$ cat config.mk
export PLATFORM = sky130hd
export DESIGN_NAME = alu_issue_ctrl
export DESIGN_NICKNAME = d
export VERILOG_FILES = /design/src/rtl/alu_issue_pkg.sv /design/src/rtl/alu_issue_decode.sv /design/src/rtl/alu_issue_ctrl.sv
export SDC_FILE = /design/constraint.sdc
export NUM_CORES = 1
export LEC_CHECK = 0
export CORE_MARGIN = 3
export CORE_UTILIZATION = 50
export DETAILED_ROUTE_END_ITERATION = 12
export HOLD_SLACK_MARGIN = 0.06
export PLACE_DENSITY_LB_ADDON = 0.12
export SLEW_MARGIN = 20
export SYNTH_ARGS = -nofsm -noshare
export SYNTH_HDL_FRONTEND = slang
export SYNTH_SLANG_ARGS = --single-unit
$ cat constraint.sdc
create_clock -name clk -period 2.5 [get_ports clk]
set_input_delay 0.5 -clock clk [delete_from_list [all_inputs] [get_ports clk]]
set_output_delay 0.5 -clock clk [all_outputs]
set_load 0.01 [all_outputs]
$ cat src/rtl/alu_issue_pkg.sv
// Shared constants for the ALU issue stage: select codes, opcodes and funct7 values.
package alu_issue_pkg;

    localparam logic [3:0] ALU_ADD = 4'd0;
    localparam logic [3:0] ALU_SLL = 4'd1;
    localparam logic [3:0] ALU_SLT = 4'd2;
    localparam logic [3:0] ALU_XOR = 4'd4;
    localparam logic [3:0] ALU_SRL = 4'd5;
    localparam logic [3:0] ALU_OR  = 4'd6;
    localparam logic [3:0] ALU_AND = 4'd7;
    localparam logic [3:0] ALU_SUB = 4'd8;
    localparam logic [3:0] ALU_SRA = 4'd13;
    localparam logic [3:0] ALU_MUL = 4'd15;

    localparam logic [6:0] OP_R     = 7'b0110011;
    localparam logic [6:0] OP_I     = 7'b0010011;
    localparam logic [6:0] OP_LOAD  = 7'b0000011;
    localparam logic [6:0] OP_STORE = 7'b0100011;

    localparam logic [6:0] F7_BASE = 7'b0000000;
    localparam logic [6:0] F7_ALT  = 7'b0100000;
    localparam logic [6:0] F7_MUL  = 7'b0000001;

endpackage

$ cat src/rtl/alu_issue_decode.sv
// Combinational RV32 decode into ALU select, immediate operand and destination register.
module alu_issue_decode
    import alu_issue_pkg::*;
#(
    parameter int DATA_W = 32,
    parameter int SEL_W  = 4
) (
    input  logic [31:0]       i_instr,
    output logic [SEL_W-1:0]  o_sel,
    output logic [DATA_W-1:0] o_imm,
    output logic              o_use_imm,
    output logic [4:0]        o_rd,
    output logic              o_illegal
);

    logic [6:0]        w_opcode;
    logic [2:0]        w_f3;
    logic [6:0]        w_f7;
    logic [DATA_W-1:0] w_imm_i;
    logic [DATA_W-1:0] w_imm_s;
    logic [DATA_W-1:0] w_shamt;
    logic [3:0]        w_sel;
    logic              w_unused_rs1_idx;

    assign w_opcode = i_instr[6:0];
    assign w_f3     = i_instr[14:12];
    assign w_f7     = i_instr[31:25];
    assign w_imm_i  = {{(DATA_W-12){i_instr[31]}}, i_instr[31:20]};
    assign w_imm_s  = {{(DATA_W-12){i_instr[31]}}, i_instr[31:25], i_instr[11:7]};
    assign w_shamt  = {{(DATA_W-5){1'b0}}, i_instr[24:20]};
    // rs1 index is resolved by the register file upstream.
    assign w_unused_rs1_idx = ^i_instr[19:15];

    always_comb begin
        w_sel     = ALU_ADD;
        o_imm     = '0;
        o_use_imm = 1'b0;
        o_rd      = i_instr[11:7];
        o_illegal = 1'b0;
        case (w_opcode)
            OP_R: begin
                if (w_f7 == F7_BASE && w_f3 != 3'd3)     w_sel = {1'b0, w_f3};
                else if (w_f7 == F7_ALT && w_f3 == 3'd0) w_sel = ALU_SUB;
                else if (w_f7 == F7_ALT && w_f3 == 3'd5) w_sel = ALU_SRA;
                else if (w_f7 == F7_MUL && w_f3 == 3'd0) w_sel = ALU_MUL;
                else                                     o_illegal = 1'b1;
            end
            OP_I: begin
                o_use_imm = 1'b1;
                o_imm     = w_imm_i;
                case (w_f3)
                    3'd1: begin
                        o_imm = w_shamt;
                        if (w_f7 == F7_BASE) w_sel = ALU_SLL;
                        else                 o_illegal = 1'b1;
                    end
                    3'd5: begin
                        o_imm = w_shamt;
                        if (w_f7 == F7_BASE)     w_sel = ALU_SRL;
                        else if (w_f7 == F7_ALT) w_sel = ALU_SRA;
                        else                     o_illegal = 1'b1;
                    end
                    3'd3:    o_illegal = 1'b1;
                    default: w_sel = {1'b0, w_f3};
                endcase
            end
            OP_LOAD: begin
                o_use_imm = 1'b1;
                o_imm     = w_imm_i;
            end
            OP_STORE: begin
                o_use_imm = 1'b1;
                o_imm     = w_imm_s;
                o_rd      = 5'd0;
            end
            default: o_illegal = 1'b1;
        endcase
        if (o_illegal) begin
            w_sel     = ALU_ADD;
            o_imm     = '0;
            o_use_imm = 1'b0;
            o_rd      = 5'd0;
        end
    end

    assign o_sel = SEL_W'(w_sel);

endmodule

$ cat src/rtl/alu_issue_ctrl.sv
// Decode-and-issue stage: decodes an instruction and presents a registered ALU command
// through a main register backed by a one-entry skid buffer.
module alu_issue_ctrl
    import alu_issue_pkg::*;
#(
    parameter int DATA_W = 32,
    parameter int SEL_W  = 4
) (
    input  logic              clk,
    input  logic              rst_n,
    input  logic              in_valid,
    output logic              in_ready,
    input  logic [31:0]       in_instr,
    input  logic [DATA_W-1:0] in_rs1_data,
    input  logic [DATA_W-1:0] in_rs2_data,
    output logic              out_valid,
    input  logic              out_ready,
    output logic [DATA_W-1:0] out_rs1,
    output logic [DATA_W-1:0] out_rs2,
    output logic [SEL_W-1:0]  out_alusel,
    output logic [4:0]        out_rd,
    output logic              out_illegal
);

    logic [SEL_W-1:0]  w_sel;
    logic [DATA_W-1:0] w_imm;
    logic              w_use_imm;
    logic [4:0]        w_rd;
    logic              w_illegal;
    logic [DATA_W-1:0] w_rs1;
    logic [DATA_W-1:0] w_rs2;
    logic              w_accept;

    logic              r_out_valid;
    logic [DATA_W-1:0] r_out_rs1;
    logic [DATA_W-1:0] r_out_rs2;
    logic [SEL_W-1:0]  r_out_sel;
    logic [4:0]        r_out_rd;
    logic              r_out_ill;

    logic              r_skid_valid;
    logic [DATA_W-1:0] r_skid_rs1;
    logic [DATA_W-1:0] r_skid_rs2;
    logic [SEL_W-1:0]  r_skid_sel;
    logic [4:0]        r_skid_rd;
    logic              r_skid_ill;

    alu_issue_decode #(
        .DATA_W (DATA_W),
        .SEL_W  (SEL_W)
    ) u_decode (
        .i_instr   (in_instr),
        .o_sel     (w_sel),
        .o_imm     (w_imm),
        .o_use_imm (w_use_imm),
        .o_rd      (w_rd),
        .o_illegal (w_illegal)
    );

    assign w_rs1    = w_illegal ? '0 : in_rs1_data;
    assign w_rs2    = w_illegal ? '0 : (w_use_imm ? w_imm : in_rs2_data);
    assign in_ready = !r_skid_valid;
    assign w_accept = in_valid && !r_skid_valid;

    always_ff @(posedge clk or negedge rst_n) begin
        if (!rst_n) begin
            r_out_valid  <= 1'b0;
            r_out_rs1    <= '0;
            r_out_rs2    <= '0;
            r_out_sel    <= '0;
            r_out_rd     <= '0;
            r_out_ill    <= 1'b0;
            r_skid_valid <= 1'b0;
            r_skid_rs1   <= '0;
            r_skid_rs2   <= '0;
            r_skid_sel   <= '0;
            r_skid_rd    <= '0;
            r_skid_ill   <= 1'b0;
        end else if (r_skid_valid) begin
            // Skid full implies main full; refill main from skid once it drains.
            if (out_ready) begin
                r_out_rs1    <= r_skid_rs1;
                r_out_rs2    <= r_skid_rs2;
                r_out_sel    <= r_skid_sel;
                r_out_rd     <= r_skid_rd;
                r_out_ill    <= r_skid_ill;
                r_skid_valid <= 1'b0;
            end
        end else if (w_accept) begin
            if (!r_out_valid || out_ready) begin
                r_out_valid <= 1'b1;
                r_out_rs1   <= w_rs1;
                r_out_rs2   <= w_rs2;
                r_out_sel   <= w_sel;
                r_out_rd    <= w_rd;
                r_out_ill   <= w_illegal;
            end else begin
                r_skid_valid <= 1'b1;
                r_skid_rs1   <= w_rs1;
                r_skid_rs2   <= w_rs2;
                r_skid_sel   <= w_sel;
                r_skid_rd    <= w_rd;
                r_skid_ill   <= w_illegal;
            end
        end else if (out_ready) begin
            r_out_valid <= 1'b0;
        end
    end

    assign out_valid   = r_out_valid;
    assign out_rs1     = r_out_rs1;
    assign out_rs2     = r_out_rs2;
    assign out_alusel  = r_out_sel;
    assign out_rd      = r_out_rd;
    assign out_illegal = r_out_ill;

endmodule

# Yosys cells after proc, flatten, opt, wreduce, memory -nomap -nowiden

Cells that the tools add are included.

Multiplexer cells: 55
Equality and inequality tests: 12
Reduce and logical (&&, ||, !) cells: 19
Bitwise operators: 2

Operator list:

| kind               | number |
|---|---|
| $mux 32            | 12 |
| $pmux 32 s3        | 1 |
| $mux 4             | 11 |
| $mux 5             | 6 |
| $eq 7x6->1 const B | 3 |
| $mux 1             | 21 |
| $pmux 4 s3         | 1 |
| $reduce_and 3->1   | 3 |
| $pmux 4 s2         | 1 |
| $eq 7x1->1 const B | 1 |
| $eq 7x2->1 const B | 1 |
| $eq 7x5->1 const B | 1 |
| $logic_not 7->1    | 1 |
| $pmux 1 s3         | 2 |
| $reduce_bool 2->1  | 3 |
| $logic_and 1x1->1  | 5 |
| $reduce_or 2->1    | 2 |
| $eq 3x1->1 const B | 1 |
| $eq 3x2->1 const B | 1 |
| $eq 3x3->1 const B | 1 |
| $logic_not 3->1    | 1 |
| $ne 3x2->1 const B | 1 |
| $reduce_or 3->1    | 1 |
| $logic_not 1->1    | 2 |
| 4 further kinds    | 5 |

Flip-flop bits (word level): 150
Input bits: 100
Word-level logic and storage cells: 100
Output and inout bits: 76

# Logic depth before layout (Yosys ltp)

Depth in word-level cells: 13
Gate-level depth with buffers: 8
Mapped depth without buffers: 5

# Modules after synthesis

A second synthesis with hierarchy kept.

Cells, all modules: 741
Area, all modules: 7748.7 µm²

By module, submodules not included:

| module           | cells each | instances | sequential area each (µm²) | area each (µm²) |
|---|---|---|---|---|
| alu_issue_ctrl   | 632        | 1         | 3753.6                     | 7008.0 |
| alu_issue_decode | 109        | 1         | 0.0                        | 740.7 |

# Least setup slack after synthesis

Ideal clock, no wire load.

Kind: input port to flip-flop
From: input port in_instr[27]
To: register r_skid_rs1[10]
Setup time: 95 ps
Slack: 203 ps
Path buffers: 2
Cell stages on the path: 7
Arrival time: 2202 ps
Required time: 2405 ps
Path through: or4_4 > or3_4 > o211ai_4 > nand2_2 > buf_6 > buf_6 > o31ai_4

Longest elaborated chain between the ends: 8
Elaborated cells on any way between the ends: 17
Those cells by class: eq/ne: 2; mux: 10; reduce/logical: 5

Ends and longest elaborated chain:

| element              | line                   | RTL |
|---|---|---|
| from (decl)          | alu_issue_ctrl.sv:13   | `input logic [31:0] in_instr,` |
| $eq 7x1->1           | alu_issue_decode.sv:45 | `else if (w_f7 == F7_MUL && w_f3 == 3'd0) w_sel = ALU_MUL;` |
| $logic_and 1x1->1    | alu_issue_decode.sv:45 |  |
| $mux 1               | alu_issue_decode.sv:45 |  |
| $mux 1               | alu_issue_decode.sv:44 | `else if (w_f7 == F7_ALT && w_f3 == 3'd5) w_sel = ALU_SRA;` |
| $mux 1               | alu_issue_decode.sv:43 | `else if (w_f7 == F7_ALT && w_f3 == 3'd0) w_sel = ALU_SUB;` |
| $mux 1               | alu_issue_decode.sv:42 | `if (w_f7 == F7_BASE && w_f3 != 3'd3) w_sel = {1'b0, w_f3};` |
| $pmux 1 s3 *         | alu_issue_decode.sv:40 | `case (w_opcode)` |
| $mux 32 *            | alu_issue_ctrl.sv:60   | `assign w_rs1 = w_illegal ? '0 : in_rs1_data;` |
| to (signal assigned) | alu_issue_ctrl.sv:99   | `r_skid_rs1 <= w_rs1;` |
| to (decl)            | alu_issue_ctrl.sv:42   | `logic [DATA_W-1:0] r_skid_rs1;` |

Every way passes the cells marked *; elsewhere a longest branch is shown, timed or not.
A chain may end at the register's enable or synchronous reset.

# Worst setup path after layout

From: input port in_instr[27]
To: register r_out_rs1[18], in the netlist out_rs1[18]

Longest elaborated chain between the ends: 11
Elaborated cells on any way between the ends: 20
Those cells by class: eq/ne: 2; mux: 13; reduce/logical: 5

Ends and longest elaborated chain:

| element              | line                   | RTL |
|---|---|---|
| $eq 7x1->1           | alu_issue_decode.sv:45 |  |
| $logic_and 1x1->1    | alu_issue_decode.sv:45 |  |
| $mux 1               | alu_issue_decode.sv:45 |  |
| $mux 1               | alu_issue_decode.sv:44 |  |
| $mux 1               | alu_issue_decode.sv:43 |  |
| $mux 1               | alu_issue_decode.sv:42 |  |
| $pmux 1 s3 *         | alu_issue_decode.sv:40 |  |
| $mux 32 *            | alu_issue_ctrl.sv:60   |  |
| $mux 32 *            | alu_issue_ctrl.sv:90   | `if (!r_out_valid \|\| out_ready) begin` |
| $mux 32 *            | alu_issue_ctrl.sv:89   | `end else if (w_accept) begin` |
| $mux 32 *            | alu_issue_ctrl.sv:79   | `end else if (r_skid_valid) begin` |
| to (signal assigned) | alu_issue_ctrl.sv:82   | `r_out_rs1 <= r_skid_rs1;` |
| to (signal assigned) | alu_issue_ctrl.sv:92   | `r_out_rs1 <= w_rs1;` |
| to (decl)            | alu_issue_ctrl.sv:35   | `logic [DATA_W-1:0] r_out_rs1;` |

Every way passes the cells marked *; elsewhere a longest branch is shown, timed or not. The select of a mux whose other input is x is not followed.

==> results.md <==
- Core ar.: 0.0146 mm2
- Diode count: 0
- Finish-stage setup viols: 0
- Hold Slack: a little over 0.07 ns
- Buffers plus inverters on the worst setup path: 2
- Leakage power: 4.64 nW
- Number of synthesis warnings: 0
- Minimum clock period: 2.38 ns
- Core Rows: 44
- Maxcap violations: 0
- TritonCTS clock tree: done
- Hold Vio Cnt, Final: 0
- Antenna-violating nets left: 0
- Run status: finished clean
- Period utilisation layout: around 95%
- Pwr dens: 594 mW/mm2
- Highest cell delay on the worst timing path: between 0.5 and 0.6 ns
- Worst path top cell family by delay: simple AND/OR/NAND/NOR gates
- Layout Nets: between 1,000 and 1,500
- Final wirelength: around 20 mm
- Post-synth EDFFs: 0
- Synthesized area per cell: between 9 and 10 um2
- DR iter-0 viols: between 500 and 600
- Avg WL per Cell: around 18 um
- Post-synthesis register bit count: 150
- Htree depth: 4
- Worst path slowest cell: or4_4
- Max Clock Skew: roughly 0.0097 ns
- Crit path arrival time: 2.69 ns
- Place WS: -0.306 ns
- Clock buffer depth: 2
- Yosys top cell area share: between 50 and 60%
- Worst Tran Pin Value: approximately 0.63 ns
- FMAX: between 0.4 and 0.5 GHz
- Synth cell types: 53
- Clock sinks: 150
- First-pass GRT wire length: 32.6 mm
- Mapped Nets: 856
- CTS clk-pin slew, worst paths: about 0.06 ns
- Worst EP required: approximately 2.8 ns
- Crit path kind: in -> reg
- RSZ-0062 raised after global routing: no
- First-pass DRT Iterations: 5
- Share of layout cells above drive strength 1: 15.2%
- Most common cell in the netlist: dfrtp_1
- Via Count: about 6,500
- GRT Util Overall: 24.5%
- Worst setup margin: 0.122 ns
- Die area: ~0.017 mm2
- Worst-case reg-to-reg path depth: 5
- Clock root buffer: clkbuf_16
- Total gr overflow: 0
- Max-slew violations: 0
- Die Ht: 128 um
- Final Instance Count excl. Fillers: approximately 1,100
- TritonCTS Buffers: 17
- Drc violations: 0
- Initial antenna violation count: 0
- Synth area leader: dfrtp_1
- Placed cell count: 1,091
- Asr flop ratio synth: 100%
- Worst-Skew Late Latency: approximately 0.42 ns
- Critical-path cell list: clkdlybuf4s50_1 -> or4_4 -> or3_4 -> o211ai_4 -> nand2_4 -> buf_12 -> o31ai_1
- Synth cell count leaders: 150 x dfrtp_1, 90 x nand2_1, 69 x a21oi_1
- Path type of the worst min-delay path: in -> async
- Critical path fanouts, max: 40
- Vias per inst: between 5 and 6
- WP depth: 7
- HPWL after DPL: approximately 13 mm
- Setup crit start kind: primary input
- Vias in the first global route: 6,542
- Area growth syn-to-layout: 36.1%
- Initial Utilization: about 50%
- Die width: 128 um
- Gpl congestion: 0.914
- I/O pin count: about 180
- Mapped Area: 0.00750 mm2
- IR drop worst, VDD: 487 uV
- Dominant cells by area after synthesis: dfrtp_1 50%, and3_1 5.7%, o31ai_4 5.7%, a21oi_1 4.6%, nand2_1 4.5%
- Total power: slightly above 0.006 W
- Setup TNS: 0 ns
- Cells after Synth: 756
- Post-CTS setup buffer count: 0
- CP endpoint kind: register
- Top_reg_cell synth: dfrtp_1
- Port Buffers: 170
- Sequential cell area fraction in the yosys report: 50.0%
- Slew headroom: 57.8%
- Largest net degree at the start of global routing: 82
-- flip-flops by register name, indices dropped and copies added (netlist names), 4 cells and up --
register    flops
out_rs2        32
r_skid_rd       5
out_rs1        32
r_skid_rs2     32
r_skid_sel      4
out_alusel      4
r_skid_rs1     32
out_rd          5
-- placed cells by master, fill, tap and decap left out, drive strengths merged, types with 5 or more instances in the layout --
master	synthesis	routed
a211oi	5	5
a21oi	69	69
a221o	7	7
a31o	6	6
a32oi	7	7
and3	68	68
buf	7	48
clkbuf	58	21
clkdlybuf4s50	0	168
clkinv	1	5
dfrtp	150	150
inv	36	37
mux2	7	7
nand2	91	91
nand2b	7	7
nand3	14	14
nor2	27	27
nor3	12	12
nor4	7	7
o21ai	65	65
o31ai	68	68
o41ai	5	5
-- what timing repair did --
item | CTS | global route
resized for setup | 0 | 1
hold buffers | 0 | 0
endpoints found under the hold margin | 0 | 0
endpoints found under the setup margin | 0 | 16
-- per-layer routing --
metal	global-route usage, %	routed length [um]	vias up
met2	40.3	9880	206
li1	-	-	3072
met1	33.1	8650	3195
met3	5.48	1160	19
met4	6.24	227	0
met5	0	0	-
-- cells by family after synthesis --
family	synth area share, %
AOI/OAI and AO/OA	26.5
and+or+nand+nor	16.6
DFF	50.0
buffers and inverters	5.62
muxes	1.05
xor gates and xnor gates	0.117
-- per-stage QoR --
| step | cell area, um2 | utilization (%) |
|---|---|---|
| final | 10200 | 70.0 |
| after global routing | 10200 | 70.0 |
| after CTS | 10200 | 69.9 |
| after detailed placement | 9610 | 65.8 |
| after global placement | 9610 | 65.8 |
| after floorplan | 7500 | - |
-- cell type report --
cell class,count,area (um2)
inverter,37,139
clock buffer,21,450
tap,184,230
multi-input combinational,504,3360
fill,1089,4380
timing repair buffer,216,2130
clock inverter,11,149
sequential,150,3750
-- worst paths after layout --
path | startpoint | end | slack [ns]
hold / removal | rst_n | out_rs2[14] | 0.07
min in group clk | r_skid_rs2[1] | r_skid_rs2[1] | 0.47
setup reg to reg | r_skid_valid | out_rs2[25] | 0.54
max in group asynchronous | rst_n | r_skid_rs1[24] | 1.73
setup / recovery | in_instr[27] | out_rs1[18] | 0.12
hold reg to reg | r_skid_rs2[1] | r_skid_rs2[1] | 0.47
-- report_power, final --
| group | internal [W] | switching (W) |
|---|---|---|
| Clock | 0.00160 | 0.000991 |
| Combinational | 0.000371 | 0.000539 |
| Sequential | 0.00251 | 0.0000561 |
| Total | 0.00448 | 0.00159 |
Power figures use the tool's default switching activity.
